===== config.mk =====
export PLATFORM = sky130hd
export DESIGN_NAME = rf_wb_arbiter_flat
export DESIGN_NICKNAME = d
export VERILOG_FILES = /design/src/rtl/rf_wb_arbiter_if.sv /design/src/rtl/rf_wb_arbiter.sv /design/src/flat_wrapper.sv
export SDC_FILE = /design/constraint.sdc
export NUM_CORES = 1
export LEC_CHECK = 0
export CAP_MARGIN = 20
export CORE_ASPECT_RATIO = 1.25
export CORE_UTILIZATION = 35
export DETAILED_ROUTE_END_ITERATION = 16
export PLACE_DENSITY_LB_ADDON = 0.08
export SYNTH_ARGS = -nofsm -noshare
export SYNTH_HDL_FRONTEND = slang
export SYNTH_SLANG_ARGS = --single-unit

===== constraint.sdc =====
create_clock -name clk -period 0.9 [get_ports clk]
set_input_delay 0.225 -clock clk [delete_from_list [all_inputs] [get_ports clk]]
set_output_delay 0.225 -clock clk [all_outputs]
set_load 0.005 [all_outputs]

===== src/rtl/rf_wb_arbiter_if.sv =====
// Writeback port bundle between the two writeback sources, the issue logic and rf_wb_arbiter.
// slave is the arbiter side; master is the side that drives requests and reservations.
interface rf_wb_arbiter_if #(
  parameter int PW = 3,
  parameter int DW = 8
);
  logic            alu_valid;
  logic            alu_ready;
  logic [PW-1:0]   alu_addr;
  logic [DW-1:0]   alu_data;
  logic            alu_scry;
  logic            alu_ngtv;
  logic            alu_zero;

  logic            ld_valid;
  logic            ld_ready;
  logic [PW-1:0]   ld_addr;
  logic [DW-1:0]   ld_data;

  logic            rsv_en;
  logic [PW-1:0]   rsv_addr;
  logic [2**PW-1:0] busy;

  logic            rf_we;
  logic [PW-1:0]   rf_addr;
  logic [DW-1:0]   rf_data;
  logic            rf_scry;
  logic            rf_ngtv;
  logic            rf_zero;

  modport slave (
    input  alu_valid, alu_addr, alu_data, alu_scry, alu_ngtv, alu_zero,
    output alu_ready,
    input  ld_valid, ld_addr, ld_data,
    output ld_ready,
    input  rsv_en, rsv_addr,
    output busy,
    output rf_we, rf_addr, rf_data, rf_scry, rf_ngtv, rf_zero
  );

  modport master (
    output alu_valid, alu_addr, alu_data, alu_scry, alu_ngtv, alu_zero,
    input  alu_ready,
    output ld_valid, ld_addr, ld_data,
    input  ld_ready,
    output rsv_en, rsv_addr,
    input  busy,
    input  rf_we, rf_addr, rf_data, rf_scry, rf_ngtv, rf_zero
  );
endinterface


===== src/rtl/rf_wb_arbiter.sv =====
// Register-file writeback arbiter (ALU vs load) with flag shadow and per-register busy scoreboard.
// Define RF_WB_RR_EN for round-robin conflict resolution; otherwise the ALU always wins conflicts.
module rf_wb_arbiter #(
  parameter int PW = 3,
  parameter int DW = 8
) (
  input logic            clk,
  input logic            reset,
  rf_wb_arbiter_if.slave bus
);

  localparam int NR = 2**PW;

  logic          alu_grant;
  logic          ld_grant;
  logic          conflict;

  logic          rf_we_q, rf_we_d;
  logic [PW-1:0] rf_addr_q, rf_addr_d;
  logic [DW-1:0] rf_data_q, rf_data_d;
  logic [2:0]    rf_flags_q, rf_flags_d;
  logic [2:0]    shadow_q, shadow_d;
  logic [NR-1:0] busy_q, busy_d;

  assign conflict = reset && bus.alu_valid && bus.ld_valid;

`ifdef RF_WB_RR_EN
  typedef enum logic {
    PREF_ALU = 1'b0,
    PREF_LD  = 1'b1
  } pref_e;

  pref_e pref_q, pref_d;

  always_ff @(posedge clk or negedge reset) begin
    if (!reset) pref_q <= PREF_ALU;
    else        pref_q <= pref_d;
  end

  // The source that just won a conflict yields the next one.
  always_comb begin
    pref_d    = pref_q;
    alu_grant = 1'b0;
    ld_grant  = 1'b0;
    if (conflict) begin
      alu_grant = (pref_q == PREF_ALU);
      ld_grant  = (pref_q == PREF_LD);
      pref_d    = (pref_q == PREF_ALU) ? PREF_LD : PREF_ALU;
    end else if (reset) begin
      alu_grant = bus.alu_valid;
      ld_grant  = bus.ld_valid;
    end
  end
`else
  always_comb begin
    alu_grant = 1'b0;
    ld_grant  = 1'b0;
    if (reset) begin
      alu_grant = bus.alu_valid;
      ld_grant  = bus.ld_valid && !bus.alu_valid;
    end
  end
`endif

  // Loads reuse the shadow flags so only ALU results ever change the flag state.
  always_comb begin
    rf_we_d    = 1'b0;
    rf_addr_d  = rf_addr_q;
    rf_data_d  = rf_data_q;
    rf_flags_d = rf_flags_q;
    shadow_d   = shadow_q;
    if (alu_grant) begin
      rf_we_d    = 1'b1;
      rf_addr_d  = bus.alu_addr;
      rf_data_d  = bus.alu_data;
      rf_flags_d = {bus.alu_scry, bus.alu_ngtv, bus.alu_zero};
      shadow_d   = {bus.alu_scry, bus.alu_ngtv, bus.alu_zero};
    end else if (ld_grant) begin
      rf_we_d    = 1'b1;
      rf_addr_d  = bus.ld_addr;
      rf_data_d  = bus.ld_data;
      rf_flags_d = shadow_q;
    end
  end

  // Clear is applied before set so a same-cycle reservation keeps the register busy.
  always_comb begin
    busy_d = busy_q;
    if (rf_we_q) busy_d[rf_addr_q] = 1'b0;
    if (bus.rsv_en) busy_d[bus.rsv_addr] = 1'b1;
  end

  always_ff @(posedge clk or negedge reset) begin
    if (!reset) begin
      rf_we_q    <= 1'b0;
      rf_addr_q  <= '0;
      rf_data_q  <= '0;
      rf_flags_q <= '0;
      shadow_q   <= '0;
      busy_q     <= '0;
    end else begin
      rf_we_q    <= rf_we_d;
      rf_addr_q  <= rf_addr_d;
      rf_data_q  <= rf_data_d;
      rf_flags_q <= rf_flags_d;
      shadow_q   <= shadow_d;
      busy_q     <= busy_d;
    end
  end

  assign bus.alu_ready = alu_grant;
  assign bus.ld_ready  = ld_grant;
  assign bus.busy      = busy_q;
  assign bus.rf_we     = rf_we_q;
  assign bus.rf_addr   = rf_addr_q;
  assign bus.rf_data   = rf_data_q;
  assign bus.rf_scry   = rf_flags_q[2];
  assign bus.rf_ngtv   = rf_flags_q[1];
  assign bus.rf_zero   = rf_flags_q[0];

endmodule


===== src/flat_wrapper.sv =====
// flat-port wrapper written by rule: the top's interface ports become plain ports
module rf_wb_arbiter_flat 
#(
  parameter int PW = 3,
  parameter int DW = 8
)
  (clk, reset, bus_alu_valid, bus_alu_addr, bus_alu_data, bus_alu_scry, bus_alu_ngtv, bus_alu_zero, bus_alu_ready, bus_ld_valid, bus_ld_addr, bus_ld_data, bus_ld_ready, bus_rsv_en, bus_rsv_addr, bus_busy, bus_rf_we, bus_rf_addr, bus_rf_data, bus_rf_scry, bus_rf_ngtv, bus_rf_zero);
  rf_wb_arbiter_if #(.PW(PW), .DW(DW)) bus_i ();
  input logic clk;
  input logic reset;
  input wire logic [$bits(bus_i.alu_valid)-1:0] bus_alu_valid;
  input wire logic [$bits(bus_i.alu_addr)-1:0] bus_alu_addr;
  input wire logic [$bits(bus_i.alu_data)-1:0] bus_alu_data;
  input wire logic [$bits(bus_i.alu_scry)-1:0] bus_alu_scry;
  input wire logic [$bits(bus_i.alu_ngtv)-1:0] bus_alu_ngtv;
  input wire logic [$bits(bus_i.alu_zero)-1:0] bus_alu_zero;
  output wire logic [$bits(bus_i.alu_ready)-1:0] bus_alu_ready;
  input wire logic [$bits(bus_i.ld_valid)-1:0] bus_ld_valid;
  input wire logic [$bits(bus_i.ld_addr)-1:0] bus_ld_addr;
  input wire logic [$bits(bus_i.ld_data)-1:0] bus_ld_data;
  output wire logic [$bits(bus_i.ld_ready)-1:0] bus_ld_ready;
  input wire logic [$bits(bus_i.rsv_en)-1:0] bus_rsv_en;
  input wire logic [$bits(bus_i.rsv_addr)-1:0] bus_rsv_addr;
  output wire logic [$bits(bus_i.busy)-1:0] bus_busy;
  output wire logic [$bits(bus_i.rf_we)-1:0] bus_rf_we;
  output wire logic [$bits(bus_i.rf_addr)-1:0] bus_rf_addr;
  output wire logic [$bits(bus_i.rf_data)-1:0] bus_rf_data;
  output wire logic [$bits(bus_i.rf_scry)-1:0] bus_rf_scry;
  output wire logic [$bits(bus_i.rf_ngtv)-1:0] bus_rf_ngtv;
  output wire logic [$bits(bus_i.rf_zero)-1:0] bus_rf_zero;
  assign bus_i.alu_valid = bus_alu_valid;
  assign bus_i.alu_addr = bus_alu_addr;
  assign bus_i.alu_data = bus_alu_data;
  assign bus_i.alu_scry = bus_alu_scry;
  assign bus_i.alu_ngtv = bus_alu_ngtv;
  assign bus_i.alu_zero = bus_alu_zero;
  assign bus_alu_ready = bus_i.alu_ready;
  assign bus_i.ld_valid = bus_ld_valid;
  assign bus_i.ld_addr = bus_ld_addr;
  assign bus_i.ld_data = bus_ld_data;
  assign bus_ld_ready = bus_i.ld_ready;
  assign bus_i.rsv_en = bus_rsv_en;
  assign bus_i.rsv_addr = bus_rsv_addr;
  assign bus_busy = bus_i.busy;
  assign bus_rf_we = bus_i.rf_we;
  assign bus_rf_addr = bus_i.rf_addr;
  assign bus_rf_data = bus_i.rf_data;
  assign bus_rf_scry = bus_i.rf_scry;
  assign bus_rf_ngtv = bus_i.rf_ngtv;
  assign bus_rf_zero = bus_i.rf_zero;
  rf_wb_arbiter #(.PW(PW), .DW(DW)) u_core (.clk(clk), .reset(reset), .bus(bus_i));
endmodule

==> metrics.md <==
| Metric | Value |
|---|---|
| Area growth syn-to-layout | `93.1%` |
| Drc violations | `0` |
| HPWL after DPL | `2420 µm` |
| Inserted Diodes | `0` |
| Setup violators final | `34` |
| Peak VDD IR | `1120 µV` |
| Final net count | `234` |
| Synth warnings | `0` |
| Antenna Violating Nets Remaining | `0` |
| Hold Slack | `-0.0339 ns` |
| Root Driver | `clkbuf_8` |
| Worst Tran Pin Value | `0.305 ns` |
| Drt wl/cell | `15.4 µm` |
| Setup tns final | `-3.50 ns` |
| Max clock buf depth | `2` |
| Pin count of the biggest net entering global routing | `32` |
| Die Width | `53.7 µm` |
| TritonRoute pass-1 iters | `4` |
| Via count | `1241` |
| Worst Setup Slack, final | `-0.173 ns` |
| Clk Latency, worst-skew pair | `0.27 ns` |
| Crit Path Category | `reg -> reg` |
| Min Tclk post-route | `1.07 ns` |
| FF-to-FF Start | `u_core.bus.rf_addr[0]` |
| Yosys top cell area share | `55.7%` |
| Final WL | `3640 µm` |
| Period Utilization, post-route | `119%` |
| Maximum clock frequency | `932 MHz` |
| Vias per Instance | `5.24` |
| Die height | `66.6 µm` |
| Num CTS Buffers | `3` |
| Layout cell share with drive strength beyond 1 | `50.0%` |
| CTS tree | `built` |
| Clock skew | `0.00233 ns` |
| H-tree Lvls | `1` |
| Crit-path cells | `buf_6 > nand2b_4 > buf_6 > o21ai_2 > o21ai_1` |
| Power Density | `1730 nW/µm²` |
| Pleak | `0.000964 µW` |
| Clock sinks | `26` |
| Num ports | `58` |
| CP Launch Type | `flip-flop` |
| Grt ovf | `0` |
| Hold buffers post-CTS | `1` |
| Hold crit path type | `in -> async` |
| Vias in the first global route | `1317` |
| Syn_area_per_cell | `10.8 µm²` |
| Delay-heaviest family, CP | `flip-flops` |
| Capturing point of the worst reg2reg path | `u_core.bus.busy[6]` |
| Num rows | `23` |
| Synth Register Bits | `26` |
| Synth Net Count | `141` |
| Synth unique cells | `19` |
| Die area | `3580 µm²` |
| Initial Util | `36.6%` |
| Critical Path RT | `1.06 ns` |
| Critical path peak fanout | `4` |
| Slew Viols, Final | `0` |
| Placer Congestion | `0.761` |
| Synth area leader | `dfrtp_1` |
| Cell Area, Synth | `1170 µm²` |
| Worst path max stage delay | `0.39 ns` |
| Register-to-Register Path Depth | `5` |
| Initial antenna violation count | `0` |
| Port Buf Inserts | `57` |
| Register area share after synthesis | `55.7%` |
| Status | `finished with violations` |
| GR Util All Layers | `21.9%` |
| Ranking of synthesized cells by area | `dfrtp_1, o32ai_1, o22ai_1, o21ai_0, nor2_1` |
| Max_slew headroom | `79.6%` |
| Crit path top cell by count | `buf_6` |
| Core box area | `3190 µm²` |
| Failing checks | `hold timing, setup timing` |
| Initial drt markers | `40` |
| First-pass GRT wire length | `5770 µm` |
| CTS clock-pin slew for the worst setup and hold paths | `0.09 ns` |
| Final Hold Fails | `20` |
| Mapped Cells | `108` |
| Number of fill cells | `253` |
| Worst path arrival time | `1.23 ns` |
| CP endpoint kind | `flip-flop` |
| RSZ-0062 raised after global routing | `true` |
| Buffer and inverter count on the worst path | `2` |
| R2R setup slack | `-0.17 ns` |
| CP max stage cell | `dfrtp_1` |
| Max-cap violations | `0` |
-- stage by stage --
stage / cell area, µm² / power [µW] / util (%) / setup slack [ns] / cells
2_1_floorplan: 1210 / 1910 / - / -0.0378 / 108
3_3_place_gp: 1940 / 2670 / 60.8 / -0.723 / 217
3_5_place_dp: 1940 / 2720 / 60.8 / -0.743 / 217
4_1_cts: 2120 / 3730 / 66.3 / -0.204 / 234
5_1_grt: 2260 / 4140 / 70.7 / -0.206 / 237
6_report: 2260 / 3900 / 70.7 / -0.173 / 237
-- layer usage --
metal | GRT usage, % | vias to the layer above | part of all wire [%]
li1 | - | 594 | -
met1 | 24.1 | 604 | 39
met2 | 40.9 | 39 | 56
met3 | 3.42 | 4 | 4.2
met4 | 6.91 | 0 | 1.0
met5 | 0 | - | 0
-- layout make-up --
cell class	count	area [µm²]	area share [%]
inverter	1	3.75	0.166
clock buffer	3	41.3	1.83
tap	37	46.3	2.05
multi-input combinational	76	708	31.4
timing repair buffer	93	777	34.4
clock inverter	1	30.0	1.33
sequential	26	651	28.8
-- cell usage after synthesis --
cell / count
nand3b_1: 3
and2_4: 1
nor2_1: 12
nand2_1: 5
o21ai_0: 12
inv_1: 1
mux2_2: 3
clkbuf_1: 2
nor2b_1: 3
buf_4: 3
o31ai_1: 4
dfrtp_1: 26
nand2b_1: 6
a211oi_1: 2
or2_1: 1
o22ai_1: 11
o221a_1: 3
o32ai_1: 9
nand2_2: 1
-- power breakdown --
| part | internal [µW] | switching [µW] |
|---|---|---|
| combinational | 847 | 570 |
| sequential | 1390 | 129 |
| clock | 594 | 370 |
| total | 2840 | 1070 |
-- cell usage in the layout, fill, tap and decap left out, types with 2 or more instances in the layout --
cell type,n
mux2_4,3
o32ai_4,3
nor2b_1,3
o21ai_1,10
nand2_2,2
o32ai_2,4
dfrtp_1,26
nor2_1,11
o22ai_1,3
buf_4,28
buf_6,7
nand2b_4,3
clkdlybuf4s50_1,29
o22ai_2,8
o31ai_1,2
nand2_4,2
buf_2,24
o221a_1,3
nand2b_1,3
clkbuf_8,3
o21ai_2,2
nand3b_1,3
o32ai_1,2
nand2_1,2
-- repair_timing --
item / in CTS / in global routing
hold endpoints to repair: 6 / 20
buffers inserted: 12 / 8
setup endpoints to repair: 51 / 43
cloned: 1 / 0
gates resized for setup: 134 / 26
pin swaps: 11 / 15
-- registers in the layout (all words and copies together) (netlist names) --
signal              count
u_core.bus.busy         8
u_core.bus.rf_data      8
u_core.bus.rf_addr      3
u_core.rf_flags_q       3
u_core.shadow_q         3
u_core.bus.rf_we        1
-- worst max-delay path by stage --
stage / startpoint / to / slack [ns] / cells after the start
4_1_cts: u_core.bus.rf_addr[0] / u_core.bus.busy[0] / -0.20 / 4
5_1_grt: u_core.bus.rf_addr[0] / u_core.bus.busy[6] / -0.21 / 5
3_3_place_gp: bus_ld_valid / bus_ld_ready / -0.72 / 4
3_5_place_dp: bus_alu_valid / u_core.bus.rf_data[2] / -0.74 / 6
6_report: u_core.bus.rf_addr[0] / u_core.bus.busy[6] / -0.17 / 5
2_1_floorplan: u_core.bus.rf_addr[0] / u_core.bus.busy[0] / -0.04 / 3
-- kinds of logic (layout without fill, tap and decap cells) --
group | after synthesis | after routing | share of synthesized area, %
AO/OA/AOI/OAI | 41 | 41 | 24.5
AND/OR/NAND/NOR | 32 | 32 | 14.0
flip-flops | 26 | 26 | 55.7
buffers and inverters | 6 | 98 | 2.89
multiplexers | 3 | 3 | 2.89
(Power assumes the default switching activity.)
